[src/rtl/pa_noc.sv]
// -----------------------------------------------------------------------------
// pa_noc
// Shared NoC definitions for the network-interface blocks:
//   - coordinate and packet widths
//   - request/response packet layout (packed struct plus field bit positions)
//   - APB address bits that select the destination router
//   - requester FSM state encoding
// -----------------------------------------------------------------------------
package pa_noc;

  localparam int COORD_WIDTH      = 2;
  localparam int APB_PACKET_WIDTH = 77;
  localparam int TIMEOUT_WIDTH    = 16;

  // Packet field bit positions (LSB of each field, or the bit itself).
  localparam int PKT_DST_COL_LSB = 0;
  localparam int PKT_DST_ROW_LSB = 2;
  localparam int PKT_SRC_COL_LSB = 4;
  localparam int PKT_SRC_ROW_LSB = 6;
  localparam int PKT_IS_RESP_BIT = 8;
  localparam int PKT_WRITE_BIT   = 9;
  localparam int PKT_TAG_BIT     = 10;
  localparam int PKT_ERR_BIT     = 11;
  localparam int PKT_VALID_BIT   = 12;
  localparam int PKT_ADDR_LSB    = 13;
  localparam int PKT_DATA_LSB    = 45;

  // Destination router coordinates live in the top address bits.
  localparam int ADDR_ROW_MSB = 31;
  localparam int ADDR_ROW_LSB = 30;
  localparam int ADDR_COL_MSB = 29;
  localparam int ADDR_COL_LSB = 28;

  // Declared MSB first so the struct maps directly onto the packet vector.
  typedef struct packed {
    logic [31:0]            data;     // [76:45]
    logic [31:0]            addr;     // [44:13]
    logic                   valid;    // [12]
    logic                   err;      // [11]
    logic                   tag;      // [10]
    logic                   write;    // [9]
    logic                   is_resp;  // [8]
    logic [COORD_WIDTH-1:0] src_row;  // [7:6]
    logic [COORD_WIDTH-1:0] src_col;  // [5:4]
    logic [COORD_WIDTH-1:0] dst_row;  // [3:2]
    logic [COORD_WIDTH-1:0] dst_col;  // [1:0]
  } apb_packet_t;

  typedef enum logic [1:0] {
    IDLE = 2'd0,
    SEND = 2'd1,
    WAIT = 2'd2,
    DONE = 2'd3
  } ni_state_t;

endpackage

[src/rtl/ni_timeout_counter.sv]
// -----------------------------------------------------------------------------
// ni_timeout_counter
// Cycle counter that flags expiry on the LIMIT-th enabled cycle after a clear.
//   clk     : clock
//   rst     : asynchronous active-high reset
//   clear   : restart counting from zero (takes priority over enable)
//   enable  : count this cycle
//   expired : high during the enabled cycle in which the count equals LIMIT-1
// -----------------------------------------------------------------------------
module ni_timeout_counter
  import pa_noc::*;
#(
  parameter int LIMIT = 256,
  parameter int WIDTH = TIMEOUT_WIDTH
) (
  input  logic clk,
  input  logic rst,
  input  logic clear,
  input  logic enable,
  output logic expired
);

  localparam logic [WIDTH-1:0] LAST = WIDTH'(LIMIT - 1);

  logic [WIDTH-1:0] count_reg;

  // Saturate at LAST so a stalled enable never wraps into a false restart.
  always_ff @(posedge clk or posedge rst) begin
    if (rst) begin
      count_reg <= '0;
    end else if (clear) begin
      count_reg <= '0;
    end else if (enable && (count_reg != LAST)) begin
      count_reg <= count_reg + WIDTH'(1);
    end
  end

  assign expired = enable && (count_reg == LAST);

endmodule

[src/rtl/ni_apb_requester.sv]
// -----------------------------------------------------------------------------
// ni_apb_requester
// Network-interface requester stage in front of a router's local port. Acts
// as an APB completer: each APB transfer becomes one request packet into the
// router, and the matching response packet completes the transfer.
//   i_clk, i_arst            : clock, asynchronous active-high reset
//   i_psel/i_penable/i_pwrite: APB control from the local requester
//   i_paddr, i_pwdata        : APB address ([31:30] row, [29:28] col) and data
//   o_pready/o_prdata/o_pslverr : APB completion, all registered
//   o_apbPacket              : request packet to router local input (0 = idle)
//   i_apbPacket              : packets from router local output
// -----------------------------------------------------------------------------
module ni_apb_requester
  import pa_noc::*;
#(
  parameter int ROUTER_ROW     = 0,
  parameter int ROUTER_COL     = 0,
  parameter int GRID_WIDTH     = 4,
  parameter int TIMEOUT_CYCLES = 256
) (
  input  logic                        i_clk,
  input  logic                        i_arst,
  input  logic                        i_psel,
  input  logic                        i_penable,
  input  logic                        i_pwrite,
  input  logic [31:0]                 i_paddr,
  input  logic [31:0]                 i_pwdata,
  output logic                        o_pready,
  output logic [31:0]                 o_prdata,
  output logic                        o_pslverr,
  output logic [APB_PACKET_WIDTH-1:0] o_apbPacket,
  input  logic [APB_PACKET_WIDTH-1:0] i_apbPacket
);

  localparam logic [COORD_WIDTH-1:0] OWN_ROW    = COORD_WIDTH'(ROUTER_ROW);
  localparam logic [COORD_WIDTH-1:0] OWN_COL    = COORD_WIDTH'(ROUTER_COL);
  localparam logic [COORD_WIDTH:0]   GRID_LIMIT = (COORD_WIDTH + 1)'(GRID_WIDTH);

  // State and datapath registers
  ni_state_t              state_reg,   state_next;
  logic [COORD_WIDTH-1:0] dst_row_reg, dst_row_next;
  logic [COORD_WIDTH-1:0] dst_col_reg, dst_col_next;
  logic                   write_reg,   write_next;
  logic                   tag_reg,     tag_next;
  apb_packet_t            pkt_reg,     pkt_next;
  logic [31:0]            prdata_reg,  prdata_next;
  logic                   pslverr_reg, pslverr_next;
  logic                   pready_reg,  pready_next;

  logic                   cnt_clear;
  logic                   cnt_enable;
  logic                   timeout_hit;

  // Address decode of the live APB request
  logic [COORD_WIDTH-1:0] req_row;
  logic [COORD_WIDTH-1:0] req_col;
  logic                   req_in_range;
  logic                   setup_phase;

  assign req_row      = i_paddr[ADDR_ROW_MSB:ADDR_ROW_LSB];
  assign req_col      = i_paddr[ADDR_COL_MSB:ADDR_COL_LSB];
  assign req_in_range = ({1'b0, req_row} < GRID_LIMIT) && ({1'b0, req_col} < GRID_LIMIT);
  assign setup_phase  = i_psel && !i_penable;

  // Response filter: only a valid response addressed to this node, coming
  // from the router we targeted and carrying the outstanding tag is taken.
  apb_packet_t rx;
  logic        resp_match;
  logic        unused_rx_fields;

  assign rx         = i_apbPacket;
  assign resp_match = rx.valid && rx.is_resp
                   && (rx.dst_row == OWN_ROW)     && (rx.dst_col == OWN_COL)
                   && (rx.src_row == dst_row_reg) && (rx.src_col == dst_col_reg)
                   && (rx.tag == tag_reg);
  assign unused_rx_fields = ^{rx.addr, rx.write};

  ni_timeout_counter #(
    .LIMIT (TIMEOUT_CYCLES),
    .WIDTH (TIMEOUT_WIDTH)
  ) u_timeout (
    .clk     (i_clk),
    .rst     (i_arst),
    .clear   (cnt_clear),
    .enable  (cnt_enable),
    .expired (timeout_hit)
  );

  // Next-state and registered-output logic. Packet and completion outputs
  // default to zero so they are only non-zero in the cycle they are meant for.
  always_comb begin
    state_next   = state_reg;
    dst_row_next = dst_row_reg;
    dst_col_next = dst_col_reg;
    write_next   = write_reg;
    tag_next     = tag_reg;
    pkt_next     = '0;
    prdata_next  = '0;
    pslverr_next = 1'b0;
    pready_next  = 1'b0;
    cnt_clear    = 1'b0;
    cnt_enable   = 1'b0;

    unique case (state_reg)
      IDLE: begin
        if (setup_phase) begin
          dst_row_next = req_row;
          dst_col_next = req_col;
          write_next   = i_pwrite;
          if (req_in_range) begin
            // Packet register is loaded now so it is on the wire during SEND.
            pkt_next.data    = i_pwrite ? i_pwdata : 32'd0;
            pkt_next.addr    = i_paddr;
            pkt_next.valid   = 1'b1;
            pkt_next.err     = 1'b0;
            pkt_next.tag     = tag_reg;
            pkt_next.write   = i_pwrite;
            pkt_next.is_resp = 1'b0;
            pkt_next.src_row = OWN_ROW;
            pkt_next.src_col = OWN_COL;
            pkt_next.dst_row = req_row;
            pkt_next.dst_col = req_col;
            state_next       = SEND;
          end else begin
            state_next = DONE;
          end
        end
      end

      SEND: begin
        cnt_clear  = 1'b1;
        state_next = WAIT;
      end

      WAIT: begin
        cnt_enable = 1'b1;
        // Checked before the timeout so a same-cycle response wins.
        if (resp_match) begin
          prdata_next  = write_reg ? 32'd0 : rx.data;
          pslverr_next = rx.err;
          pready_next  = 1'b1;
          state_next   = DONE;
        end else if (timeout_hit) begin
          pslverr_next = 1'b1;
          pready_next  = 1'b1;
          state_next   = DONE;
        end
      end

      DONE: begin
        if (pready_reg) begin
          tag_next   = ~tag_reg;
          state_next = IDLE;
        end else begin
          // Entered straight from IDLE on an undecodable address: the
          // error completion is presented one cycle after entry.
          pslverr_next = 1'b1;
          pready_next  = 1'b1;
        end
      end

      default: begin
        state_next = IDLE;
      end
    endcase
  end

  always_ff @(posedge i_clk or posedge i_arst) begin
    if (i_arst) begin
      state_reg   <= IDLE;
      dst_row_reg <= '0;
      dst_col_reg <= '0;
      write_reg   <= 1'b0;
      tag_reg     <= 1'b0;
      pkt_reg     <= '0;
      prdata_reg  <= '0;
      pslverr_reg <= 1'b0;
      pready_reg  <= 1'b0;
    end else begin
      state_reg   <= state_next;
      dst_row_reg <= dst_row_next;
      dst_col_reg <= dst_col_next;
      write_reg   <= write_next;
      tag_reg     <= tag_next;
      pkt_reg     <= pkt_next;
      prdata_reg  <= prdata_next;
      pslverr_reg <= pslverr_next;
      pready_reg  <= pready_next;
    end
  end

  assign o_apbPacket = pkt_reg;
  assign o_prdata    = prdata_reg;
  assign o_pslverr   = pslverr_reg;
  assign o_pready    = pready_reg;

endmodule

[config.mk]
export PLATFORM = sky130hd
export DESIGN_NAME = ni_apb_requester
export DESIGN_NICKNAME = d
export VERILOG_FILES = /design/src/rtl/pa_noc.sv /design/src/rtl/ni_timeout_counter.sv /design/src/rtl/ni_apb_requester.sv
export SDC_FILE = /design/constraint.sdc
export NUM_CORES = 1
export LEC_CHECK = 0
export BUFFER_PORTS_ARGS = -buffer_cell sky130_fd_sc_hd__buf_2
export CORE_MARGIN = 2
export CORE_UTILIZATION = 45
export CTS_CLUSTER_SIZE = 24
export DETAILED_ROUTE_END_ITERATION = 10
export PLACE_DENSITY = 0.81
export SYNTH_ARGS = -nofsm -noshare
export SYNTH_HDL_FRONTEND = slang
export SYNTH_SLANG_ARGS = --single-unit
[constraint.sdc]
create_clock -name i_clk -period 5.3 [get_ports i_clk]
set_input_delay 0.53 -clock i_clk [delete_from_list [all_inputs] [get_ports i_clk]]
set_output_delay 0.53 -clock i_clk [all_outputs]
set_load 0.05 [all_outputs]
Word-level counts from Yosys, hierarchy flattened
Index checks and enable logic that the tools add are counted.
W data, S select, Z words.
Word-level totals
  input bits: 146
  output and inout bits: 111
  word-level logic and storage cells: 71
  register bits after elaboration: 135
Cells by class
  reductions and logical operators: 17
  bitwise logic cells: 1
  add/subtract/negate cells: 1
  eq/ne operators: 11
  multiplexer cells: 21
Operators with widths (count)
  $mux W77: 2
  $mux W32: 4
  $mux W16: 2
  $add A16 B1 Y16 const B: 1
  $eq A16 B8 Y1 const B: 1
  $ne A16 B8 Y1 const B: 1
  $logic_and A1 B1 Y1: 9
  $mux W2: 4
  $pmux W2 S4: 1
  $logic_not A2 Y1: 3
  $mux W1: 6
  $eq A2 B2 Y1: 2
  $eq A2 B2 Y1 const B: 2
  $ne A2 B2 Y1 const B: 2
  $pmux W1 S2: 2
  $reduce_and A2 Y1: 2
  $ne A3 B3 Y1 const B: 1
  $reduce_and A3 Y1: 1
  $eq A2 B1 Y1 const B: 1
  $reduce_bool A2 Y1: 1
  $eq A1 B1 Y1: 1
  $logic_not A1 Y1: 1
  $not A1 Y1: 1

Depth between registers and ports, before layout
Gate-level depths: netlist of run 1.
  depth in word-level cells: 8
  mapped depth: 8
  depth with buffers taken out: 6

Hierarchy
From an unflattened synthesis of run 1, not the netlist that was laid out.
Second synthesis, totals
  cell total of the unflattened synthesis: 377
  area, all modules: 4814.6 µm²
Modules (own cells, without submodules)
  ni_apb_requester: cells each 278, instances 1, area each 3873.7 µm², seq. area each 2727.6 µm²
  ni_timeout_counter: cells each 99, instances 1, area each 940.9 µm², seq. area each 400.4 µm²

Least setup slack after synthesis of run 1
OpenSTA, ideal clock, no wires.
  kind: reg2reg
  start point: reg state_reg[0]
  end point: reg u_timeout.count_reg[9]
  stages on the path, launching flop included: 9
  data required time: 5.222 ns
  path buffers: 2
  arrival time: 1.956 ns
  period minus slack after synthesis: 2.034 ns
  library setup time: 0.078 ns
  setup slack: 3.266 ns
  cell sequence: dfrtp_1 > inv_1 > ha_1 > buf_2 > nand3_1 > or4_1 > clkbuf_1 > or4_1 > a21oi_1
On the way
  longest elaborated chain between the ends: 4
  elaborated cells on any way between the ends: 7
  classes of those cells: eq/ne (2); mux (3); reduce/logical (2)
RTL lines
  from (decl): line ni_apb_requester.sv:40  | ni_state_t state_reg, state_next;
  from (signal assigned): line ni_apb_requester.sv:180  | state_reg <= state_next;
  $eq A2 B2 Y1: line ni_apb_requester.sv:104  | unique case (state_reg)
  $mux W1: line ni_apb_requester.sv:104
  $logic_and A1 B1 Y1: line ni_timeout_counter.sv:33  | end else if (enable && (count_reg != LAST)) begin
  $reduce_bool A2 Y1 (no source line)
  to (signal assigned): line ni_timeout_counter.sv:34  | count_reg <= count_reg + WIDTH'(1);
  to (decl): line ni_timeout_counter.sv:25  | logic [WIDTH-1:0] count_reg;
Parallel ways exist; a longest one is shown, timed or not.
A chain may end at the register's enable or synchronous reset.

Final worst setup path of run 1
  start point: reg u_timeout.count_reg[0]
  end point: reg u_timeout.count_reg[1]
On the way
  longest elaborated chain between the ends: 3
  elaborated cells on any way between the ends: 6
  classes of those cells: add/sub (1); eq/ne (1); mux (2); reduce/logical (2)
RTL lines (line)
  $add A16 B1 Y16 or $ne A16 B8 Y1 (tied branches): ni_timeout_counter.sv:34, ni_timeout_counter.sv:33
  $mux W16 or $logic_and A1 B1 Y1 (tied branches): ni_timeout_counter.sv:33
  $mux W16 or $reduce_bool A2 Y1 (tied branches)
Parallel ways exist; a longest one is shown, timed or not. The select of a mux whose other input is x is not followed.

==> impl_metrics.prom, run 1 <==
# TYPE chip_impl_metric gauge
chip_impl_info{name="status",value="complete, no violations"} 1
chip_impl_info{name="worstPathCellList",value="ha_1 > nand4_1 > o41ai_2 > mux2i_1 > nor2_1"} 1
chip_impl_metric{name="die_width",unit="µm"} 107
chip_impl_metric{name="drt-initial-drc-count",unit=""} 167
chip_impl_metric{name="post_route_cells_drive_above_1_share",unit="%"} 43.6
chip_impl_metric{name="initial_utilization",unit="%"} 46.2
chip_impl_info{name="setup.worst_path.class",value="flip-flop to flip-flop"} 1
chip_impl_metric{name="leakage",unit="nW"} 3.70
chip_impl_metric{name="net-switching-power",unit="µW"} 822
chip_impl_metric{name="boundary_pin_count",unit=""} 257
chip_impl_metric{name="final_min_period_over_clock_period",unit="%"} 47.1
chip_impl_metric{name="cts.hold.buffers_added",unit=""} 0
chip_impl_metric{name="p_per_area",unit="nW/µm²"} 435
chip_impl_metric{name="placement.io_buffers",unit=""} 217
chip_impl_metric{name="reg2regPathDepth",unit=""} 5
chip_impl_info{name="rsz0062_at_grt",value="no"} 1
chip_impl_metric{name="numClockSinks",unit=""} 125
chip_impl_info{name="cp-endpoint",value="u_timeout.count_reg[1]"} 1
chip_impl_metric{name="globalRoute.totalOverflow",unit=""} 0
chip_impl_metric{name="synth-seq-cells",unit=""} 125
chip_impl_metric{name="worst_skew_pair.late_latency",unit="ps"} 510
chip_impl_metric{name="drt_pass1_iterations",unit=""} 4
chip_impl_info{name="layout.cells.most_common_list",value="sky130_fd_sc_hd__buf_2, sky130_fd_sc_hd__dfrtp_1, sky130_fd_sc_hd__and2_1"} 1
chip_impl_metric{name="period_needed",unit="ps"} 2490
chip_impl_metric{name="design.core.area",unit="µm²"} 10300
chip_impl_metric{name="sequential_cell_area",unit="µm²"} 3130
chip_impl_metric{name="seq_power_share",unit="%"} 38.5
chip_impl_metric{name="p_sw_share",unit="%"} 29.0
chip_impl_metric{name="post_synth_num_cell_types",unit=""} 46
chip_impl_metric{name="grt_max_degree",unit=""} 82
chip_impl_metric{name="die_area",unit="µm²"} 11400
chip_impl_metric{name="synth_enable_flop_cells",unit=""} 0
chip_impl_info{name="clock_tree_from_tritoncts",value="yes"} 1
chip_impl_metric{name="syn_area",unit="µm²"} 4750
chip_impl_metric{name="post-cts-setup-buffers",unit=""} 0
chip_impl_metric{name="post-route-drc-count",unit=""} 0
chip_impl_metric{name="maxCapViolCount",unit=""} 0
chip_impl_metric{name="cp_slowest_stage_delay",unit="ps"} 980
chip_impl_metric{name="grt_pass1_vias",unit=""} 3540
chip_impl_metric{name="cts-resized-gates",unit=""} 0
chip_impl_metric{name="globalRouteMet1Util",unit="%"} 22.6
chip_impl_metric{name="syn_inst",unit=""} 375
chip_impl_metric{name="sequential_fraction_of_the_synthesis_area",unit="%"} 65.9
chip_impl_metric{name="layout.filler_cells",unit=""} 790
chip_impl_metric{name="clk_transition_reported_paths",unit="ps"} 60
chip_impl_metric{name="dpl.hpwl",unit="µm"} 7510
chip_impl_metric{name="cellInternalPower",unit="mW"} 2.01
chip_impl_metric{name="share_clk_of_total_power",unit="%"} 42.3
chip_impl_metric{name="timing.setup.tns",unit="ps"} 0
chip_impl_metric{name="layout_utilization",unit="%"} 63.4
chip_impl_metric{name="n_antenna_cell",unit=""} 0
chip_impl_metric{name="grt.met2_usage",unit="%"} 32.8
chip_impl_info{name="dominantRegCellSynth",value="sky130_fd_sc_hd__dfrtp_1"} 1
chip_impl_metric{name="ir_drop",unit="V"} 0.000206
chip_impl_metric{name="clk_path_buf_depth",unit=""} 2
chip_impl_info{name="crit_path_top_delay_cell",value="sky130_fd_sc_hd__o41ai_2"} 1
chip_impl_metric{name="area_growth_from_synthesis_to_layout",unit="%"} 37.2
chip_impl_info{name="setup.worst_path.start",value="u_timeout.count_reg[0]"} 1
chip_impl_metric{name="die_height",unit="µm"} 107
chip_impl_metric{name="multi_input_logic_area",unit="µm²"} 1460
chip_impl_info{name="cts_root_buffer",value="sky130_fd_sc_hd__clkbuf_8"} 1
chip_impl_metric{name="cp_data_required_time",unit="ps"} 5670
chip_impl_metric{name="grt_first_pass_wirelength",unit="µm"} 16900
chip_impl_metric{name="antenna_violating_nets_post_route",unit=""} 0
chip_impl_metric{name="combPwrFrac",unit="%"} 19.2
chip_impl_metric{name="detail_route.vias_per_cell",unit=""} 4.87
chip_impl_metric{name="yosysWarningCount",unit=""} 0
chip_impl_metric{name="whs",unit="ps"} 223
chip_impl_metric{name="crit_path_max_fanout",unit=""} 13
chip_impl_metric{name="critPathArrivalTime",unit="ps"} 2860
chip_impl_metric{name="worst-r2r-setup-slack",unit="ps"} 2810
chip_impl_info{name="globalRoute.busiestLayer",value="met2"} 1
chip_impl_metric{name="clock-skew-final",unit="ps"} 4.38
chip_impl_metric{name="num-nets-final",unit=""} 739
chip_impl_metric{name="number_of_buffers_inserted_during_clock_tree_synthesis",unit=""} 17
chip_impl_info{name="crit_path_start_kind",value="flip-flop"} 1
chip_impl_metric{name="synth-async-reset-ratio",unit="%"} 100
chip_impl_metric{name="max_ffs_per_register",unit=""} 67
chip_impl_metric{name="max_slew.worst_pin.slew",unit="ps"} 1140
chip_impl_metric{name="timing.slew.headroom",unit="%"} 24.0
chip_impl_info{name="r2r_end",value="u_timeout.count_reg[1]"} 1
chip_impl_metric{name="timing.fmax",unit="MHz"} 401
chip_impl_metric{name="antenna_found_initial",unit=""} 0
chip_impl_metric{name="syn-mean-instance-area",unit="µm²"} 12.7
chip_impl_info{name="r2r-start",value="u_timeout.count_reg[0]"} 1
chip_impl_metric{name="slew_violations",unit=""} 0
chip_impl_metric{name="grt.total_usage",unit="%"} 19.1
chip_impl_info{name="kind_of_path_behind_the_tightest_hold_check",value="primary input to async pin"} 1
chip_impl_metric{name="wl",unit="µm"} 10600
chip_impl_metric{name="routed_wire_length_per_instance",unit="µm"} 14.4
chip_impl_info{name="critPathCaptureType",value="flip-flop"} 1
chip_impl_metric{name="use_met3",unit="%"} 5.53
chip_impl_metric{name="finalSetupViolCount",unit=""} 0
chip_impl_metric{name="vias",unit=""} 3586
chip_impl_info{name="most_frequent_standard_cell_in_the_layout_excluding_fill_and_tap_cells",value="sky130_fd_sc_hd__buf_2"} 1
chip_impl_metric{name="floorplan.rows",unit=""} 37
chip_impl_metric{name="globalplace.congestion",unit=""} 0.777
chip_impl_metric{name="number_of_h_tree_levels",unit=""} 4
chip_impl_metric{name="timing_hold_violations_final",unit=""} 0
==> cell families (layout without fill, tap and decap cells) <==
kind of cell               Yosys count  count (layout)  share of synthesized area, %
AOI/OAI and AO/OA                   38              38                          5.35
xor gates and xnor gates             7               7                          1.29
adders and majority gates            5               5                          1.32
buffers and inverters               39             260                          3.98
DFF                                125             125                          65.9
muxes                                6               6                          1.40
other                                1               6                        0.0790
and+or+nand+nor                    154             154                          20.7
==> critical path, delay by kind of cell, from the launching register on <==
kind	cells	cell delay [ps]
muxes	1	260
DFF	1	400
and+or+nand+nor	2	510
adders and majority gates	1	200
AOI/OAI and AO/OA	1	980
==> routing by layer <==
| metal | wire, µm | up-vias | share of wire, % |
|---|---|---|---|
| li1 | - | 1696 | - |
| met1 | 4140 | 1723 | 39 |
| met2 | 5520 | 152 | 52 |
| met3 | 762 | 15 | 7.2 |
| met4 | 174 | 0 | 1.6 |
| met5 | 0 | - | 0 |
==> power groups by stage <==
stage	sequential (mW)	combinational [mW]	clock, mW
global placement	1.10	0.530	0
detailed placement	1.11	0.546	0
floorplan	1.25	0.266	0
global route	1.10	0.599	1.27
finish	1.09	0.545	1.20
CTS	1.09	0.548	1.22
==> layout make-up <==
| cell class | count | share of cell area (%) |
|---|---|---|
| sequential | 125 | 48.0 |
| timing repair buffer | 218 | 16.8 |
| clock buffer | 22 | 7.11 |
| multi-input combinational | 216 | 22.3 |
| tap | 136 | 2.61 |
| clock inverter | 10 | 2.48 |
| inverter | 10 | 0.615 |
==> per-stage QoR <==
step	setup WS [ps]	total power, mW	std cells	instance area, µm²
after global routing	2550	2.97	737	6510
after CTS	2820	2.86	737	6510
after global placement	2900	1.63	705	5890
after floorplan	1440	1.51	380	4760
final	2810	2.83	737	6510
after detailed placement	2820	1.65	705	5890
==> Yosys cell counts, types with 2 or more instances <==
cell                       number  area (µm²)
sky130_fd_sc_hd__inv_1         10        37.5
sky130_fd_sc_hd__nor4_1         2        12.5
sky130_fd_sc_hd__dfrtp_1      125        3130
sky130_fd_sc_hd__and3_1        32         200
sky130_fd_sc_hd__and4_1         3        26.3
sky130_fd_sc_hd__buf_4         11        82.6
sky130_fd_sc_hd__ha_1           5        62.6
sky130_fd_sc_hd__or4_4          2        22.5
sky130_fd_sc_hd__or4_1         10        75.1
sky130_fd_sc_hd__nand4_1        4        25.0
sky130_fd_sc_hd__or3_1          3        18.8
sky130_fd_sc_hd__nor3_1         4        20.0
sky130_fd_sc_hd__nor2_1         5        18.8
sky130_fd_sc_hd__nand3_1        5        25.0
sky130_fd_sc_hd__a21oi_1       14        70.1
sky130_fd_sc_hd__mux2_2         5        56.3
sky130_fd_sc_hd__clkbuf_1      16        60.1
sky130_fd_sc_hd__o21ai_0        4        20.0
sky130_fd_sc_hd__and2_1        67         419
sky130_fd_sc_hd__o31ai_1        9        67.6
sky130_fd_sc_hd__nand2b_1       2        12.5
sky130_fd_sc_hd__xor2_1         6        52.6
sky130_fd_sc_hd__nand2_1        8        30.0
==> how the worst min path moves through the flow <==
| stage | slack (ps) | cells past startpoint | to | start |
|---|---|---|---|---|
| floorplan | 470 | 1 | write_reg | write_reg |
| global placement | 490 | 1 | write_reg | write_reg |
| detailed placement | 500 | 1 | write_reg | write_reg |
| CTS | 200 | 2 | o_apbPacket[29] | i_paddr[16] |
| global route | 200 | 2 | o_prdata[7] | i_apbPacket[52] |
| finish | 220 | 2 | o_prdata[23] | i_arst |
Note: power is estimated with default switching activity, not from simulation.
==> run 2, diff against run 1 <==
ABC_AREA = 1   (was unset)
CORE_UTILIZATION = 41   (was 45)
PLACE_DENSITY = 0.76   (was 0.81)
clock period = 2.1 ns   (was 5.3 ns; I/O delays follow)
==> run 2 against run 1 <==
Net effect:
- the run now ends with negative hold slack left
- setup slack lost 2400 ps
- first-iteration DRC count grew 32%
- fmax grew 51%
- clock power grew 130%
- sequential cell count is the same
- critical path depth grew 1
- routed wire length grew 21%
- register-to-register slack lost 2400 ps
- worst hold slack lost 290 ps
- total power grew to 2.5 times the previous value
- clock-buffer cell count grew 1
- critical path type unchanged
- via count grew 20%
==> impl_metrics.prom, run 2 <==
# TYPE chip_impl_metric gauge
chip_impl_metric{name="clk_transition_reported_paths",unit="ps"} 50
chip_impl_info{name="crit_path_start_kind",value="flip-flop"} 1
chip_impl_info{name="critPathCaptureType",value="flip-flop"} 1
chip_impl_metric{name="finalInstanceArea",unit="µm²"} 7240
chip_impl_info{name="r2r_end",value="u_timeout.count_reg[10]"} 1
chip_impl_metric{name="placement.io_buffers",unit=""} 217
chip_impl_metric{name="dpl.hpwl",unit="µm"} 8420
chip_impl_metric{name="setup_slack",unit="ps"} 445
chip_impl_metric{name="worst-r2r-setup-slack",unit="ps"} 440
chip_impl_metric{name="post_synth_num_cell_types",unit=""} 30
chip_impl_metric{name="layout_utilization",unit="%"} 60.0
chip_impl_metric{name="layout.cells.non_filler",unit=""} 968
chip_impl_metric{name="maxCapViolCount",unit=""} 0
chip_impl_metric{name="finalSetupViolCount",unit=""} 0
chip_impl_info{name="violations_in_the_final_reports",value="negative hold slack"} 1
chip_impl_metric{name="grt_max_degree",unit=""} 126
chip_impl_metric{name="vias",unit=""} 4303
chip_impl_metric{name="ir_drop",unit="V"} 0.000587
chip_impl_info{name="r2r-start",value="state_reg[1]"} 1
chip_impl_metric{name="cp_data_required_time",unit="ps"} 2390
chip_impl_metric{name="syn-mean-instance-area",unit="µm²"} 9.56
chip_impl_metric{name="synth_enable_flop_cells",unit=""} 0
chip_impl_metric{name="antenna_violating_nets_post_route",unit=""} 0
chip_impl_metric{name="crit_path_max_fanout",unit=""} 12
chip_impl_metric{name="multi_input_logic_area",unit="µm²"} 1550
chip_impl_metric{name="detailed_place.area",unit="µm²"} 6290
chip_impl_info{name="status",value="complete, but fails checks"} 1
chip_impl_info{name="top_area_cells_in_the_synthesized_netlist",value="sky130_fd_sc_hd__dfrtp_1, sky130_fd_sc_hd__nand2_1, sky130_fd_sc_hd__nor2_1"} 1
chip_impl_metric{name="globalRoute.totalOverflow",unit=""} 0
chip_impl_metric{name="grt_pass1_vias",unit=""} 4267
chip_impl_metric{name="clk_path_buf_depth",unit=""} 2
chip_impl_metric{name="reg2regPathDepth",unit=""} 6
chip_impl_metric{name="initial_utilization",unit="%"} 42.0
chip_impl_info{name="rsz0062_at_grt",value="no"} 1
chip_impl_metric{name="post-route-drc-count",unit=""} 0
chip_impl_info{name="yosys.area.top_type",value="sky130_fd_sc_hd__dfrtp_1"} 1
chip_impl_metric{name="sequential_fraction_of_the_synthesis_area",unit="%"} 61.7
chip_impl_metric{name="detail_route.vias_per_cell",unit=""} 4.45
chip_impl_metric{name="grt_first_pass_wirelength",unit="µm"} 20500
chip_impl_metric{name="num-nets-final",unit=""} 941
chip_impl_info{name="setup.worst_path.class",value="flip-flop to flip-flop"} 1
chip_impl_metric{name="syn_inst",unit=""} 530
chip_impl_info{name="clock_tree_from_tritoncts",value="yes"} 1
chip_impl_metric{name="grt.total_usage",unit="%"} 20.1
chip_impl_info{name="cp-endpoint",value="u_timeout.count_reg[10]"} 1
chip_impl_metric{name="syn_area",unit="µm²"} 5070
chip_impl_metric{name="die_area",unit="µm²"} 13300
chip_impl_metric{name="die_height",unit="µm"} 115
chip_impl_metric{name="clock-skew-final",unit="ps"} 19.8
chip_impl_metric{name="timing.setup.tns",unit="ps"} 0
chip_impl_metric{name="synth-seq-cells",unit=""} 125
chip_impl_metric{name="wl",unit="µm"} 12800
chip_impl_metric{name="period_needed",unit="ps"} 1660
chip_impl_metric{name="routed_wire_length_per_instance",unit="µm"} 13.2
chip_impl_metric{name="number_of_h_tree_levels",unit=""} 4
chip_impl_metric{name="drt_pass1_iterations",unit=""} 4
chip_impl_metric{name="p_per_area",unit="nW/µm²"} 993
chip_impl_metric{name="worst_skew_pair.late_latency",unit="ps"} 420
chip_impl_metric{name="slew_violations",unit=""} 0
chip_impl_info{name="layout.cells.most_common_list",value="sky130_fd_sc_hd__buf_2, sky130_fd_sc_hd__dfrtp_1, sky130_fd_sc_hd__nand2_1"} 1
chip_impl_metric{name="floorplan.rows",unit=""} 40
chip_impl_metric{name="die_width",unit="µm"} 115
chip_impl_metric{name="antenna_found_initial",unit=""} 0
chip_impl_metric{name="max_ffs_per_register",unit=""} 67
chip_impl_info{name="cts_root_buffer",value="sky130_fd_sc_hd__clkbuf_16"} 1
chip_impl_metric{name="sequential_cell_area",unit="µm²"} 3130
chip_impl_metric{name="yosysWarningCount",unit=""} 0
chip_impl_metric{name="timing.slew.headroom",unit="%"} 52.6
chip_impl_metric{name="area_growth_from_synthesis_to_layout",unit="%"} 42.8
chip_impl_metric{name="synth-async-reset-ratio",unit="%"} 100
chip_impl_metric{name="critPathArrivalTime",unit="ps"} 1940
chip_impl_info{name="synth_common_cells",value="sky130_fd_sc_hd__dfrtp_1, sky130_fd_sc_hd__nand2_1, sky130_fd_sc_hd__nor2_1"} 1
chip_impl_metric{name="globalplace.congestion",unit=""} 0.832
chip_impl_metric{name="design.core.area",unit="µm²"} 12100
chip_impl_metric{name="place_inst",unit=""} 900
chip_impl_metric{name="layout.filler_cells",unit=""} 996
chip_impl_metric{name="timing.fmax",unit="MHz"} 604
chip_impl_metric{name="final_min_period_over_clock_period",unit="%"} 78.8
chip_impl_info{name="most_frequent_standard_cell_in_the_layout_excluding_fill_and_tap_cells",value="sky130_fd_sc_hd__buf_2"} 1
chip_impl_metric{name="timing_hold_violations_final",unit=""} 30
chip_impl_metric{name="post-cts-setup-buffers",unit=""} 0
chip_impl_metric{name="power",unit="mW"} 7.18
chip_impl_metric{name="boundary_pin_count",unit=""} 257
chip_impl_metric{name="synth.top_cell.area_share",unit="%"} 61.7
chip_impl_metric{name="post_route_cells_drive_above_1_share",unit="%"} 33.8
chip_impl_info{name="setup.worst_path.start",value="state_reg[1]"} 1
chip_impl_info{name="dominantRegCellSynth",value="sky130_fd_sc_hd__dfrtp_1"} 1
chip_impl_info{name="synth.most_common_cell",value="sky130_fd_sc_hd__dfrtp_1"} 1
chip_impl_metric{name="max_slew.worst_pin.slew",unit="ps"} 712
chip_impl_info{name="kind_of_path_behind_the_tightest_hold_check",value="primary input to async pin"} 1
chip_impl_metric{name="number_of_buffers_inserted_during_clock_tree_synthesis",unit=""} 17
chip_impl_metric{name="numClockSinks",unit=""} 125
chip_impl_metric{name="whs",unit="ps"} -62.1
chip_impl_metric{name="leakage",unit="nW"} 4.11
chip_impl_metric{name="drt-initial-drc-count",unit=""} 220
chip_impl_metric{name="place_ws",unit="ps"} 453
chip_impl_metric{name="n_antenna_cell",unit=""} 0
## run 2: cells by family after synthesis
| group | synth area share (%) |
|---|---|
| AND/OR/NAND/NOR | 25.0 |
| flip-flops | 61.7 |
| buffers and inverters | 8.08 |
| AO/OA/AOI/OAI | 2.67 |
| XOR/XNOR | 1.21 |
| adder cells (fa/ha/maj) | 1.23 |
| other | 0.0740 |
## run 2: how the worst min path moves through the flow
stage                      start                     end  cells past startpoint
global route         i_paddr[18]         o_apbPacket[31]                      3
finish                    i_arst  u_timeout.count_reg[0]                      3
floorplan            i_pwdata[0]         o_apbPacket[45]                      2
global placement     i_pwdata[1]         o_apbPacket[46]                      3
CTS                 i_pwdata[21]         o_apbPacket[66]                      3
detailed placement  i_pwdata[20]         o_apbPacket[65]                      3
## run 2: repair_timing
| item | CTS | global route |
|---|---|---|
| resized for setup | 0 | 0 |
| endpoints found under the hold margin | 39 | 0 |
| hold buffers | 39 | 0 |
## run 2: area by class of cell
| class | instances | area share [%] |
|---|---|---|
| clock buffers | 23 | 6.74 |
| clock inverters | 6 | 0.865 |
| inverters | 67 | 3.56 |
| multi-input cells | 316 | 21.4 |
| flip-flops and latches | 125 | 43.2 |
| well taps | 168 | 2.91 |
| repair buffers | 263 | 21.3 |
## run 2: metal layers
layer	vias up	share of wire (%)	track usage [%]	routed length [µm]
li1	2124	-	-	-
met1	1999	41	24.0	5200
met2	161	51	33.4	6560
met3	19	6.1	7.06	777
met4	0	1.9	7.95	249
met5	-	0	0	0
## run 2: power by group
group | internal (mW) | total (mW) | switching, mW
Clock | 1.73 | 2.71 | 0.983
Sequential | 2.61 | 2.70 | 0.0988
Combinational | 0.476 | 1.77 | 1.29
Total | 4.81 | 7.18 | 2.38
## run 2: critical path, cell delays in order, from the launching register on
cell                      delay (ps)
sky130_fd_sc_hd__dfrtp_1         390
sky130_fd_sc_hd__inv_1            80
sky130_fd_sc_hd__ha_1            270
sky130_fd_sc_hd__inv_1           370
sky130_fd_sc_hd__nand2_4         160
sky130_fd_sc_hd__inv_4           160
sky130_fd_sc_hd__o21ai_0          90
